[src/rtl/cmp_pkg.sv]
// Shared definitions for the sequential magnitude comparator.
//   cmp_state_t : controller states
//   cnt_width() : chunk counter width for a given chunk count
//   RES_*       : {GT,LT,EQ} result encodings
package cmp_pkg;

  typedef enum logic [1:0] {
    IDLE    = 2'd0,
    COMPARE = 2'd1,
    DONE    = 2'd2
  } cmp_state_t;

  // One extra bit keeps the counter at least 1 bit wide when there is a single chunk.
  function automatic int cnt_width(input int nchunk);
    return $clog2(nchunk) + 1;
  endfunction

  localparam logic [2:0] RES_NONE = 3'b000;
  localparam logic [2:0] RES_GT   = 3'b100;
  localparam logic [2:0] RES_LT   = 3'b010;
  localparam logic [2:0] RES_EQ   = 3'b001;

endpackage

[src/rtl/cmp_chunk_slice.sv]
// Combinational unsigned compare of one CHUNK-bit slice.
//   x, y : slices to compare
//   gt   : x > y,  lt : x < y,  eq : x == y
module cmp_chunk_slice #(
  parameter int CHUNK = 4
) (
  input  logic [CHUNK-1:0] x,
  input  logic [CHUNK-1:0] y,
  output logic             gt,
  output logic             lt,
  output logic             eq
);

  assign gt = (x > y);
  assign lt = (x < y);
  assign eq = (x == y);

endmodule

[src/rtl/seq_magnitude_comparator.sv]
// Multi-cycle WIDTH-bit magnitude comparator, CHUNK bits per cycle, MSB chunk
// first, stopping at the first differing chunk. Signed or unsigned mode.
//   clk, rst_n     : clock, async active-low reset
//   start          : launch a compare (accepted in IDLE or DONE)
//   a, b           : operands, sampled on the accepted start edge
//   signed_mode    : 1 = two's complement, 0 = unsigned
//   busy           : compare in progress
//   done           : one-cycle pulse when the result becomes valid
//   GT, LT, EQ     : registered one-hot result, held until next start/reset
module seq_magnitude_comparator
  import cmp_pkg::*;
#(
  parameter int WIDTH = 16,
  parameter int CHUNK = 4
) (
  input  logic             clk,
  input  logic             rst_n,
  input  logic             start,
  input  logic [WIDTH-1:0] a,
  input  logic [WIDTH-1:0] b,
  input  logic             signed_mode,
  output logic             busy,
  output logic             done,
  output logic             GT,
  output logic             LT,
  output logic             EQ
);

  localparam int NCHUNK = WIDTH / CHUNK;
  localparam int CW     = cnt_width(NCHUNK);

  cmp_state_t       state_q, state_d;
  logic [WIDTH-1:0] sa_q, sa_d, sb_q, sb_d;
  logic [CW-1:0]    cnt_q, cnt_d;
  logic             gt_q, gt_d, lt_q, lt_d, eq_q, eq_d;
  logic             c_gt, c_lt, c_eq;

  cmp_chunk_slice #(.CHUNK(CHUNK)) u_slice (
    .x  (sa_q[WIDTH-1 -: CHUNK]),
    .y  (sb_q[WIDTH-1 -: CHUNK]),
    .gt (c_gt),
    .lt (c_lt),
    .eq (c_eq)
  );

  always_ff @(posedge clk or negedge rst_n) begin
    if (!rst_n) begin
      state_q <= IDLE;
      sa_q    <= '0;
      sb_q    <= '0;
      cnt_q   <= '0;
      gt_q    <= 1'b0;
      lt_q    <= 1'b0;
      eq_q    <= 1'b0;
    end else begin
      state_q <= state_d;
      sa_q    <= sa_d;
      sb_q    <= sb_d;
      cnt_q   <= cnt_d;
      gt_q    <= gt_d;
      lt_q    <= lt_d;
      eq_q    <= eq_d;
    end
  end

  always_comb begin
    state_d = state_q;
    sa_d    = sa_q;
    sb_d    = sb_q;
    cnt_d   = cnt_q;
    gt_d    = gt_q;
    lt_d    = lt_q;
    eq_d    = eq_q;
    unique case (state_q)
      IDLE, DONE: begin
        if (start) begin
          // Flipping the sign bit of both operands maps signed order onto
          // unsigned order, so one unsigned slice serves both modes.
          sa_d            = a;
          sb_d            = b;
          sa_d[WIDTH-1]   = a[WIDTH-1] ^ signed_mode;
          sb_d[WIDTH-1]   = b[WIDTH-1] ^ signed_mode;
          cnt_d           = CW'(NCHUNK - 1);
          gt_d            = 1'b0;
          lt_d            = 1'b0;
          eq_d            = 1'b0;
          state_d         = COMPARE;
        end else if (state_q == DONE) begin
          state_d = IDLE;
        end
      end
      COMPARE: begin
        if (c_gt) begin
          gt_d    = 1'b1;
          state_d = DONE;
        end else if (c_lt) begin
          lt_d    = 1'b1;
          state_d = DONE;
        end else if (c_eq && (cnt_q == '0)) begin
          eq_d    = 1'b1;
          state_d = DONE;
        end else begin
          sa_d  = sa_q << CHUNK;
          sb_d  = sb_q << CHUNK;
          cnt_d = cnt_q - CW'(1);
        end
      end
      default: state_d = IDLE;
    endcase
  end

  assign busy = (state_q == COMPARE);
  assign done = (state_q == DONE);
  assign GT   = gt_q;
  assign LT   = lt_q;
  assign EQ   = eq_q;

endmodule
[config.mk]
export PLATFORM = sky130hd
export DESIGN_NAME = seq_magnitude_comparator
export DESIGN_NICKNAME = d
export VERILOG_FILES = /design/src/rtl/cmp_pkg.sv /design/src/rtl/cmp_chunk_slice.sv /design/src/rtl/seq_magnitude_comparator.sv
export SDC_FILE = /design/constraint.sdc
export NUM_CORES = 1
export LEC_CHECK = 0
export CORE_ASPECT_RATIO = 0.5
export CORE_MARGIN = 3
export CORE_UTILIZATION = 29
export CTS_CLUSTER_DIAMETER = 40
export CTS_CLUSTER_SIZE = 20
export DETAILED_ROUTE_END_ITERATION = 10
export REMOVE_ABC_BUFFERS = 1
export SLEW_MARGIN = 20
export SYNTH_ARGS = -nofsm -noshare
export SYNTH_HDL_FRONTEND = slang
export SYNTH_HIERARCHICAL = 1
export SYNTH_SLANG_ARGS = --single-unit
[constraint.sdc]
create_clock -name clk -period 3 [get_ports clk]
set_input_delay 0.45 -clock clk [delete_from_list [all_inputs] [get_ports clk]]
set_output_delay 0.45 -clock clk [all_outputs]
set_load 0.005 [all_outputs]
==> out/results.tsv <==
metric	value	unit
overflow	0	
outcome	completed	
cts_hold_buf	0	
drive_gt1_frac	0.328	
wire_per_inst	13.3	um
multi_input_area	1020	sq um
synthSimpleGateAreaFrac	0.0439	
clk_pin_slew	0.06	ns
rsz0062_at_grt	false	
syn-cell-area	2170	sq um
synth_seq_area_share	0.462	
setup_tns	0	ns
synth_area_leaders	dfrtp_1, mux2_4, mux2_2, ha_1, a22o_1	
synth_top_family_by_area	multiplexers	
cts_made_buffers	5	
fin_skew	0.00482	ns
p_leak	1.26	nW
antenna_found_initial	0	
coreArea	6960	sq um
hold_path_class	in -> async	
grt_pass1_wl	6330	um
clock-root-buffer	clkbuf_16	
placed_area	2610	sq um
n_fill_cell	609	
areaGrowthSynthToFinish	27.9	%
final_common_cell	dfrtp_1	
postCtsSetupRepairBufs	0	
synth_top_area_frac	0.462	
post_cts_resized	0	
hold_viol_final	0	
peakVddDrop	0.377	mV
num-nets-final	233	
place.gp.congestion	0.760	
max_freq	457	MHz
grt_max_degree	41	
crit_fanout	36	
seqCellArea	1000	sq um
period_needed	2.19	ns
synth_top_cell_by_area	dfrtp_1	
use_met3	0.0232	
start_util	0.311	
dp.final_hpwl	2610	um
tritoncts	built	
fin_area	2770	sq um
route.detailed.drc	0	
yosysUniqueCellTypes	25	
first_global_vias	1340	
end_kind	register	
slew_violations	0	
die_h	67.1	um
power.density	1130	nW/um^2
io-pin-count	41	
tightest_slew	0.876	ns
numClockSinks	40	
netlist_instances	149	
std_cell_rows	21	
synth-compound-area-share	0.0704	
synth_flop_cell	dfrtp_1	
drt_wl_total	3780	um
grt_use_met2	0.158	
drt_iter0_markers	88	
reg2reg_slack	0.81	ns
relSlewSlack	0.416	
crit_type	reg -> reg	
final_cell_mix	dfrtp_1, clkdlybuf4s50_1, mux2_4	
vias_per_cell	4.37	
fin_crit_sh	0.730	
avgSynthCellArea	14.5	sq um
antenna_left	0	
drv_cap	0	
synth_xor_area_frac	0.00808	
gr-usage-met1	0.120	
cp.required	3.16	ns
clk-insertion-delay-late	0.28	ns
finalSetupViolations	0	
crit_path_start_kind	register	
synth_edf_count	0	
io_buffers	40	
grtUsageTotal	0.0937	
worstPathArrival	2.35	ns
busiest_layer	met2	
dr.pass1.iters	4	
cts_buffer_depth	2	
cts-htree-levels	2	
synthAdderAreaFrac	0.0346	
n_antenna_cell	0	
synth_mux_area_frac	0.312	
synth_seq_cells	40	
synth_async_sr_flop_share	1.00	
yosys_warnings	6	
die_area	8610	sq um
die_w	128	um
vias	1241	
==> cell type report <==
class / instances / share of cell area
Multi-Input combinational cell: 90 / 0.367
Sequential cell: 40 / 0.361
Timing Repair Buffer: 42 / 0.153
Clock buffer: 6 / 0.0465
Tap cell: 92 / 0.0415
Inverter: 12 / 0.0190
Clock inverter: 2 / 0.0126
==> worst max-delay path: stages, from the launching register on <==
cell	delay, ns
dfrtp_1	0.36
inv_1	0.05
ha_1	0.31
nor2b_4	0.14
o21bai_4	0.12
and2_1	0.19
a21oi_1	0.09
o22ai_4	0.19
buf_12	0.24
mux2_2	0.37
==> cells by family after synthesis <==
group           count (synthesis)
simple gates                   14
mux                            51
buf+inv                        19
fa+ha+maj                       6
xor+xnor                        2
compound gates                 17
flops                          40
==> cells in the mapped netlist, types with 2 or more instances <==
cell / instances
dfrtp_1: 40
mux2_4: 27
mux2_2: 19
inv_1: 11
a22o_1: 8
ha_1: 6
mux2_1: 5
a21oi_1: 4
nand2_1: 4
nor2_1: 4
buf_12: 3
buf_6: 3
nor2b_1: 2
xor2_1: 2
==> flip-flops by register name, summed over array words and instances (netlist names) <==
signal,count
sb_q,16
LT,1
sa_q,16
cnt_q,3
EQ,1
GT,1
state_q,2
==> per-layer routing <==
metal	vias to the layer above	part of all wire	routed length, um
met2	20	0.48	1830
met5	-	0	0
met4	0	0.011	40
li1	608	-	-
met3	5	0.028	107
met1	608	0.48	1810
==> per-stage QoR <==
step	power [mW]	utilization	hold slack, ns	cells	setup WS [ns]
after floorplan	2.19	-	0.154	142	0.618
final	3.12	0.398	0.296	284	0.811
after global placement	2.52	0.374	0.474	276	0.892
after global routing	3.35	0.398	0.385	284	0.703
after CTS	3.17	0.398	0.337	284	0.796
after detailed placement	2.56	0.374	0.481	276	0.828
==> power breakdown <==
| group | internal, mW | total (mW) | switching [mW] |
|---|---|---|---|
| Sequential | 0.804 | 0.943 | 0.138 |
| Combinational | 0.946 | 1.59 | 0.645 |
| Clock | 0.391 | 0.588 | 0.197 |
| Total | 2.14 | 3.12 | 0.980 |
==> path summary, 6_finish.rpt <==
check,depth (start not counted),start,to
worst max-delay path,9,sb_q[13],sa_q[12]
worst min register to register,1,sb_q[15],sb_q[15]
worst min-delay path,1,rst_n,sb_q[5]
max in group asynchronous,1,rst_n,sa_q[6]
min in group clk,1,sb_q[15],sb_q[15]
worst max register to register,9,sb_q[13],sa_q[12]
Power figures use the tool's default switching activity.
